<file path="src/rtl/alu_seq_ctrl.sv">
// Moore sequencer for the register-file / A-B-C / ALU datapath.
// One instruction per accepted start pulse, then back to idle.
module alu_seq_ctrl #(
  parameter logic [2:0] OP_MOV = 3'b110,
  parameter logic [2:0] OP_ALU = 3'b101
) (
  input  logic       clk,
  input  logic       reset,
  input  logic       s,
  input  logic [2:0] opcode,
  input  logic [1:0] op,
  output logic       w,
  output logic [1:0] alu_op,
  output logic [2:0] nsel,
  output logic       vsel,
  output logic       asel,
  output logic       loada,
  output logic       loadb,
  output logic       loadc,
  output logic       loads,
  output logic       write,
  output logic       err
);

  typedef enum logic [2:0] {
    S_WAIT,
    S_DECODE,
    S_WIMM,
    S_GETA,
    S_GETB,
    S_ALU,
    S_CMP,
    S_WREG
  } state_t;

  state_t     state_q, state_d;
  logic       err_q, err_d;
  logic       mov_q, mov_d;
  logic       alu_q, alu_d;
  logic [1:0] op_q, op_d;

  logic accept;
  logic is_imm, is_mreg, is_mvn, is_arith, is_cmp;

  assign accept = (state_q == S_WAIT) && s;

  // Instruction class is captured at accept so every strobe
  // depends only on registered state.
  assign is_imm   = mov_q && (op_q == 2'b10);
  assign is_mreg  = mov_q && (op_q == 2'b00);
  assign is_mvn   = alu_q && (op_q == 2'b11);
  assign is_arith = alu_q && (op_q != 2'b11);
  assign is_cmp   = alu_q && (op_q == 2'b01);

  always_comb begin
    mov_d = mov_q;
    alu_d = alu_q;
    op_d  = op_q;
    if (accept) begin
      mov_d = (opcode == OP_MOV);
      alu_d = (opcode == OP_ALU);
      op_d  = op;
    end
  end

  always_comb begin
    state_d = state_q;
    err_d   = err_q;
    unique case (state_q)
      S_WAIT: begin
        if (s) begin
          state_d = S_DECODE;
          err_d   = 1'b0;
        end
      end
      S_DECODE: begin
        unique case (1'b1)
          is_imm:   state_d = S_WIMM;
          is_mreg:  state_d = S_GETB;
          is_mvn:   state_d = S_GETB;
          is_arith: state_d = S_GETA;
          default: begin
            state_d = S_WAIT;
            err_d   = 1'b1;
          end
        endcase
      end
      S_WIMM:  state_d = S_WAIT;
      S_GETA:  state_d = S_GETB;
      S_GETB:  state_d = is_cmp ? S_CMP : S_ALU;
      S_ALU:   state_d = S_WREG;
      S_CMP:   state_d = S_WAIT;
      S_WREG:  state_d = S_WAIT;
      default: state_d = S_WAIT;
    endcase
  end

  always_ff @(posedge clk) begin
    if (!reset) begin
      state_q <= S_WAIT;
      err_q   <= 1'b0;
      mov_q   <= 1'b0;
      alu_q   <= 1'b0;
      op_q    <= 2'b00;
    end else begin
      state_q <= state_d;
      err_q   <= err_d;
      mov_q   <= mov_d;
      alu_q   <= alu_d;
      op_q    <= op_d;
    end
  end

  always_comb begin
    w      = 1'b0;
    alu_op = 2'b00;
    nsel   = 3'b000;
    vsel   = 1'b0;
    asel   = 1'b0;
    loada  = 1'b0;
    loadb  = 1'b0;
    loadc  = 1'b0;
    loads  = 1'b0;
    write  = 1'b0;
    unique case (state_q)
      S_WAIT: w = 1'b1;
      S_WIMM: begin
        nsel  = 3'b100;
        vsel  = 1'b1;
        write = 1'b1;
      end
      S_GETA: begin
        nsel  = 3'b100;
        loada = 1'b1;
      end
      S_GETB: begin
        nsel  = 3'b001;
        loadb = 1'b1;
      end
      S_ALU: begin
        loadc  = 1'b1;
        alu_op = mov_q ? 2'b00 : op_q;
        asel   = mov_q || (op_q == 2'b11);
      end
      S_CMP: begin
        alu_op = 2'b01;
        loads  = 1'b1;
      end
      S_WREG: begin
        nsel  = 3'b010;
        write = 1'b1;
      end
      default: ;
    endcase
  end

  assign err = err_q;

  strobe_onehot: assert property (@(posedge clk)
    $onehot0({write, loada, loadb, loadc, loads}));

endmodule

</file>
<file path="config.mk">
export PLATFORM = sky130hd
export DESIGN_NAME = alu_seq_ctrl
export DESIGN_NICKNAME = d
export VERILOG_FILES = /design/src/rtl/alu_seq_ctrl.sv
export SDC_FILE = /design/constraint.sdc
export NUM_CORES = 1
export LEC_CHECK = 0
export CAP_MARGIN = 20
export CORE_AREA = 4 4 41 43
export CTS_BUF_LIST = sky130_fd_sc_hd__clkbuf_4 sky130_fd_sc_hd__clkbuf_8
export DETAILED_ROUTE_END_ITERATION = 16
export DIE_AREA = 0 0 45 47
export GPL_ROUTABILITY_DRIVEN = 0
export PLACE_DENSITY = 0.77
export SLEW_MARGIN = 20
export SYNTH_ARGS = -nofsm -noshare
export SYNTH_HDL_FRONTEND = slang
export SYNTH_SLANG_ARGS = --single-unit
</file>
<file path="constraint.sdc">
create_clock -name clk -period 1.5 [get_ports clk]
set_input_delay 0.45 -clock clk [delete_from_list [all_inputs] [get_ports clk]]
set_output_delay 0.45 -clock clk [all_outputs]
set_load 0.05 [all_outputs]
</file>
# --- Yosys cells after proc, flatten, opt, wreduce, memory -nomap -nowiden ---
# Index checks and enable logic that the tools add are counted.
totals:
  reg_bits: 8
  input_bits: 8
  output_inout_bits: 14
  elab_cells: 54
classes:
  eq_ne: 15
  n_mux: 18
  reduce_logical: 16
ops:
  columns: ["op", "n"]
  rows:
  - ["3-bit == test, second input constant", 6]
  - ["3-bit case mux with 3 select lines", 2]
  - ["3-bit case mux with 6 select lines", 1]
  - ["1-bit two-way mux", 10]
  - ["3-bit by 2-bit == test with 1-bit output, second input constant", 2]
  - ["1-bit logical AND", 6]
  - ["2-bit != test, second input constant", 3]
  - ["2-bit OR reduction", 3]
  - ["2-bit == test, second input constant", 2]
  - ["2-bit two-way mux", 2]
  - ["2-bit case mux with 2 select lines", 1]
  - ["4-bit OR reduction", 1]
  - ["3-bit by 1-bit == test with 1-bit output, second input constant", 1]
  - ["3-bit zero test", 1]
  - ["3-bit two-way mux", 1]
  - ["3-bit AND reduction", 1]
  - ["3-bit OR reduction", 1]
  - ["2-bit by 1-bit == test with 1-bit output, second input constant", 1]
  - ["2-bit zero test", 1]
  - ["1-bit case mux with 2 select lines", 1]
  - ["2-bit nonzero test", 1]
  - ["1-bit logical OR", 1]

# --- Longest topological paths before layout ---
depth:
  depth_word: 5
  ltp_mapped: 4
  mapped_depth_nobuf: 3

# --- Least setup slack after synthesis ---
# Ideal clock, no wire load.
synth_path:
  path_kind: "reg2out"
  start: "register state_q[1]"
  end: "output port vsel"
  arrival_ps: 2102
  t_required_ps: 1050
  path_slack_ps: -1052
  path_stages_with_launch: 4
  n_path_buf: 1
  cell_sequence: "dfxtp_1 -> buf_2 -> nor2b_1 -> nor2b_1"
synth_via:
  elab_chain_cells: 2
synth_lines:
  columns: ["item", "line_no", "text"]
  rows:
  - ["start: declaration", "36", "state_t state_q, state_d;"]
  - ["start signal: assignment", "106", "state_q <= state_d;"]
  - ["3-bit by 2-bit == test with 1-bit output", "125", "unique case (state_q)"]
  - ["1-bit two-way mux", "125", null]
  - ["end: declaration", "15", "output logic vsel,"]
# No other way between the ends.

# --- Worst setup path after layout ---
layout_path:
  start: "register state_q[1]"
  end: "output port alu_op[0]"
layout_via:
  elab_chain_cells: 2
  elab_cells_between_ends: 3
  classes_between: "2 x eq/ne; 1 x mux"
layout_lines:
  columns: ["item", "line_no", "text"]
  rows:
  - ["3-bit == test", "125", null]
  - ["2-bit case mux with 2 select lines (*)", "125", null]
  - ["end: declaration", "13", "output logic [1:0] alu_op,"]
# Every way passes the cells marked *; elsewhere a longest branch is shown, timed or not.

==> summary.txt <==
Run status
  – Status: complete, but fails checks
  – Failing checks: negative setup slack

Die
  – Initial Util: 39.7%
  – Die ar.: 2120 sq um
  – Die W: 45 um
  – Row cnt: 13
  – Ports: 22
  – Die Y: between 40 and 50 um
  – Core box area: 1300 sq um

Power and ir drop
  – Leak: 0.000460 uW
  – Sw Share: 30.0%
  – PD cells: around 490 nW/um^2
  – Worst vdd ir: 0.376 mV
  – Clk pwr share: 30.3%
  – Combinational share of power: ~28%
  – Reg power frac: about 41%
  – P_int: approximately 400 uW
  – Pwr Total: 568 uW
  – Psw: 170 uW

GRT
  – Grt ovf: 0
  – Pin count of the biggest net entering global routing: 12
  – Antenna violations before repair: 0
  – First-pass GRT wire length: 2930 um
  – Vias in the first global route: 661
  – Gr usage total: 20.1%

Finish
  – Area Overhead vs Synth: 123%
  – Footprint of the multi-input gates: around 440 sq um
  – Filler Cells Inserted: 62
  – Register area: 166 sq um
  – Final Net Count: about 110
  – Antenna fix cells: 0
  – Fraction of layout cells with a size suffix above 1: between 50 and 60%
  – Post-route cell area: ~1200 sq um

Synth
  – Area contributors post-synth: dfxtp_1 31%, nand2_1 8.0%, nor2b_1 7.3%
  – Area leader, netlist: dfxtp_1
  – Synthesized flop and latch total: 8
  – Mapped Nets: 76
  – Syn avg cell area: 7.60 sq um
  – Synthesized cell area: roughly 520 sq um
  – Synth Warn #: 0
  – Post-synthesis sequential area ratio: 31.0%
  – Number of library cell types mapped by synthesis: 27
  – Top cell type's share of synthesized area: 31.0%
  – Cells after Synth: 68

Setup path
  – Launching point of the worst reg2reg path: state_q[0]
  – Worst Path Required: 1050 ps
  – Crit path cell chain: and2b_2, nand2_4, o32ai_4, buf_12
  – WS Path Type: reg -> out
  – Critical Path Fanout Max: 3
  – Slowest stage delay, CP: 320 ps
  – Startpoint Class: flip-flop
  – Crit path max-delay cell type: dfxtp_2
  – Critical Path AT: between 1000 and 1500 ps
  – Crit. Startpoint: state_q[1]
  – CP endpoint kind: primary output

Worst hold path
  – HP Start: alu_q
  – Hold Crit Class: reg -> reg

STA
  – Fin crit period: between 1500 and 2000 ps
  – Final worst slack: -264 ps
  – Max Freq: 0.567 GHz
  – Max_slew headroom: 73.7%
  – Sum Neg Setup Slack: -2550 ps
  – Final Max Tran Viols: 0
  – RSZ-0062 raised after global routing: yes
  – Period utilization: 118%
  – Layout Skew: 10.8 ps
  – Least-Margin Pin Slew: 393 ps
  – # setup viols final: 14
  – Final Hold Fails: 0

Clock tree
  – Worst-path clk slew: 60 ps
  – CTS H-tree depth: 1
  – Clock sink count: 8
  – Worst-Skew Late Latency: 270 ps
  – Clock tree buffer depth: 2
  – CTS tree: built
  – Hold buffers post-CTS: 0
  – Clk root buf: clkbuf_4
  – TritonCTS Buffers: 3

Placed design
  – Post-DP HPWL: 1290 um
  – Pre-CTS setup slack: -273 ps
  – Port Buffer Count: 21
  – Placed instance area: 1050 sq um

Detailed routing
  – DR WL/cell: 16.9 um
  – DRC: 0
  – Via count: 704
  – Total wire length: 2020 um
  – Vias/cell: 5.92
  – DRT Pass-1 Iters: 4
  – Drt first-iter violations: 24
  – ANT nets after route: 0

Run
  – Max-cap violations: 0
==> metrics by stage <==
stage	hold slack (ps)	instances	utilization [%]
after floorplan	486	68	-
after global placement	521	114	80.9
after detailed placement	536	114	80.9
after CTS	545	119	87.2
after global routing	582	119	88.8
final	568	119	88.8
==> power by group through the flow <==
stage | combinational, uW | sequential [uW] | clock (uW)
floorplan | 60.8 | 241 | 0
global placement | 130 | 237 | 0
detailed placement | 136 | 237 | 0
CTS | 148 | 234 | 176
global route | 167 | 236 | 188
finish | 161 | 235 | 172
==> worst max-delay path, delay by kind of cell, from the launching register on <==
kind / cells / cell delay [ps]
DFF: 1 / 320
and+or+nand+nor: 2 / 300
AOI/OAI and AO/OA: 1 / 250
buffers and inverters: 1 / 170
==> metal layers <==
layer | track usage [%] | share of wire [%] | vias up
met5 | 0 | 0 | -
met4 | 10.5 | 4.4 | 0
li1 | - | - | 314
met2 | 38.4 | 53 | 50
met1 | 19.6 | 34 | 326
met3 | 5.36 | 9.0 | 14
==> final cells by class <==
type	instances	area share [%]
repair buffers	37	43.1
multi-input cells	53	37.9
flip-flops and latches	8	14.4
clock buffers	3	1.95
well taps	15	1.63
inverters	3	0.975
==> what timing repair did <==
item | in CTS | in global routing
pin swaps | 2 | 2
resized for setup | 14 | 5
buffers inserted | 2 | 0
endpoints found under the setup margin | 13 | 16
==> placed cells by master (no fill, tap or decap), drive strengths merged, types with 3 or more instances in the layout <==
cell type	Yosys	routed
buf	4	30
a21oi	7	7
nor3b	3	3
dfxtp	8	8
nor2	4	4
inv	3	3
nand2	11	11
nor2b	6	6
clkbuf	0	3
clkdlybuf4s50	0	7
==> registers in the layout, summed over array words and instances (netlist names) <==
register / count
alu_q: 1
err: 1
mov_q: 1
op_q: 2
state_q: 3
==> worst paths after layout <==
kind,to,slack (ps),cells after the start
setup / recovery,alu_op[0],-260,4
hold / removal,alu_q,570,2
setup reg to reg,err,-30,5
hold reg to reg,alu_q,570,2
==> cell families after synthesis <==
family,Yosys count,share of synthesized area (%)
compound gates,16,19.9
buf+inv,7,6.05
flops,8,31.0
simple gates,37,43.1
==> cell usage after synthesis, drive strengths merged <==
library cell  count
o41ai             1
a32oi             1
dfxtp             8
nand2            11
and3b             1
nand3             1
nand4b            2
nor3b             3
or3b              1
a21o              1
or4b              1
a311oi            1
and3              1
nor3              1
a211oi            2
nor4b             1
nor2b             6
nand2b            2
and2b             1
inv               3
nor2              4
and2              1
o21ai             2
a21oi             7
o32ai             1
buf               4
(Power assumes the default switching activity.)
==> RTL edit, RTL diff (same flow settings) <==
The 8 states of `state_t` get a Gray code encoding in 3 bits.
--- a/src/rtl/alu_seq_ctrl.sv
+++ b/src/rtl/alu_seq_ctrl.sv
@@ -25,10 +25,10 @@
   typedef enum logic [2:0] {
-    S_WAIT,
-    S_DECODE,
-    S_WIMM,
-    S_GETA,
-    S_GETB,
-    S_ALU,
-    S_CMP,
-    S_WREG
+    S_WAIT   = 3'b000,
+    S_DECODE = 3'b001,
+    S_WIMM   = 3'b011,
+    S_GETA   = 3'b010,
+    S_GETB   = 3'b110,
+    S_ALU    = 3'b111,
+    S_CMP    = 3'b101,
+    S_WREG   = 3'b100
   } state_t;
Formal check against the unedited RTL: no difference found for any inputs over 10 cycles, from zero or initial values and one cycle with reset low; not proved beyond that.
==> RTL edit against the original RTL <==
The flow still finishes with violations (setup timing). Clock power increased by 3%. Hold slack got worse by 0.039 ns. Power increased by 1.9%. Sequential share of layout area increased by 0.086 points. Worst setup slack improved by 0.0058 ns. Synthesized area decreased by 3.1%. Highest routed layer unchanged. Sequential cell count unchanged. First-iteration DRC count decreased by 17%. Largest power group unchanged. Critical path depth unchanged. Clock skew decreased by 0.0060 ns. Cell area increased by 3.1%. Routed wire length increased by 12%.
==> RTL edit: results (changes against the original RTL) <==
- Number of antenna violations at the first check in global routing: 0 (unchanged)
* Number of vias in the routed layout: 692 (-1.7%)
- Run status: finished with violations
* Worst reg-to-reg path cell count: 6 (+1)
- The kind of cell with the highest combined delay along the critical path is simple AND/OR/NAND/NOR gates.
* Seq/Total Area, Yosys: 0.320 (+0.0101)
* Share of cell area taken by muxes after synthesis: 0.0400 (+0.0400)
- The critical-path maximum fanout came to 4 (+1).
- The delay contributed by the slowest stage of the critical path came to 0.36 ns (+0.04 ns).
* Failing checks: setup timing
- The path with the worst hold slack has its endpoint at err$_SDFFE_PN0P_.
- Post-placement worst setup slack: -0.172 ns (+0.101 ns)
- Layout cells sized above 1: 0.600 (+0.0712)
- The largest individual stage delay along the critical path comes from the cell sky130_fd_sc_hd__dfxtp_4.
- The synthesized-area fraction occupied by ao, oa, aoi and oai cells was 0.153 (-0.0460).
- The switching portion of total power is 0.298 (-0.00234).
* Final setup violating endpoints: 16 (+2)
* Clock group total power: 0.178 mW (+3%)
- The switching power total came to 0.172 mW (+1.1%).
- Most numerous cell types in the synthesized netlist: 8 x sky130_fd_sc_hd__dfxtp_1, 5 x sky130_fd_sc_hd__a21boi_1, 5 x sky130_fd_sc_hd__nor2b_1
- The filler cell count was 55 (-11%).
* Global-route wire length before repair: 2580 um (-12%)
- The violation count after the first detailed-route iteration was 20 (-17%).
- Fin worst setup slack: -0.258 ns (+0.00575 ns)
- The final total negative setup slack was -2.00 ns (+0.555 ns).
* Syn_area_per_cell: 8.63 sq um (+14%)
- Highest ir drop seen on vdd: 0.000545 V (+45%)
- Maximum number of pins on one net before global-route repair: 10 (-2)
* Top cells by area in the synthesized netlist: sky130_fd_sc_hd__dfxtp_1 32%, sky130_fd_sc_hd__a21boi_1 7.5%, sky130_fd_sc_hd__nor2b_1 6.3%
- Worst setup skew after layout: 0.00476 ns (-0.00603 ns)
- Final Routed Wirelength: 2250 um (+12%)
- The via count of the first global-routing pass is 563 (-15%).
- The worst-case hold slack came to 0.529 ns (-0.0388 ns).
- End of the worst register-to-register path: err$_SDFFE_PN0P_
- Overall Global Routing Usage: 0.177 (-0.0242)
- The transition time of the tightest slew-check pin was 0.380 ns (-0.0138 ns).
* LEAKAGE: 0.478 nW (+4.0%)
- HPWL after DPL: 1120 um (-14%)
* Non-filler cells in the finished layout: 115 (-3.4%)
* Comb pwr: 0.167 mW (+4%)
* Placed cell areas: 993 sq um (-5.6%)
- The total instance count after detailed placement came to 100 (-12%).
- Count of cell types in the netlist: 27 (unchanged)
- The count of antenna diodes in the layout was 0 (unchanged).
-- RTL edit: changes by cell type in the layout (fill, tap and decap cells not counted), sizes merged, moves of 2 or more --
cell and change:
nand2 -9, nand3b +2, o21ai -2, a211oi -2, buf +5, a21oi -5
a21boi +5, mux2i +2
-- RTL edit: layer usage --
layer / up-vias / wire length (um) / global-route usage / part of all wire
li1: 302 / - / - / -
met1: 318 / 677 / 0.160 / 0.30
met2: 63 / 1240 / 0.356 / 0.55
met3: 9 / 243 / 0.0345 / 0.11
met4: 0 / 91 / 0.105 / 0.040
met5: - / 0 / 0 / 0
-- RTL edit: cell families after synthesis --
logic type      count (synthesis)
mux                             2
buf+inv                         5
simple gates                   32
flops                           8
compound gates                 11
-- RTL edit: worst max path at each step --
stage / endpoint / slack (ns) / cells past startpoint
final: write / -0.26 / 4
after global routing: write / -0.29 / 4
after CTS: write / -0.20 / 4
after detailed placement: op_q[1]$_SDFFE_PN0P_ / -0.17 / 5
after global placement: op_q[1]$_SDFFE_PN0P_ / -0.13 / 5
after floorplan: write / -0.28 / 3
-- RTL edit: final cells by class --
cell class                      instances  area, sq um  area share
Clock buffer                            3         22.5      0.0189
Inverter                                2         7.51     0.00630
Multi-Input combinational cell         45          424       0.356
Sequential cell                         8          173       0.145
Tap cell                               15         18.8      0.0158
Timing Repair Buffer                   42          546       0.458
-- RTL edit: what timing repair did --
item / 4_1_cts / 5_1_grt
setup endpoints to repair: 11 / 14
pin swaps: 7 / 4
buffers inserted: 6 / 7
hold endpoints to repair: 0 / 0
resized for setup: 15 / 9
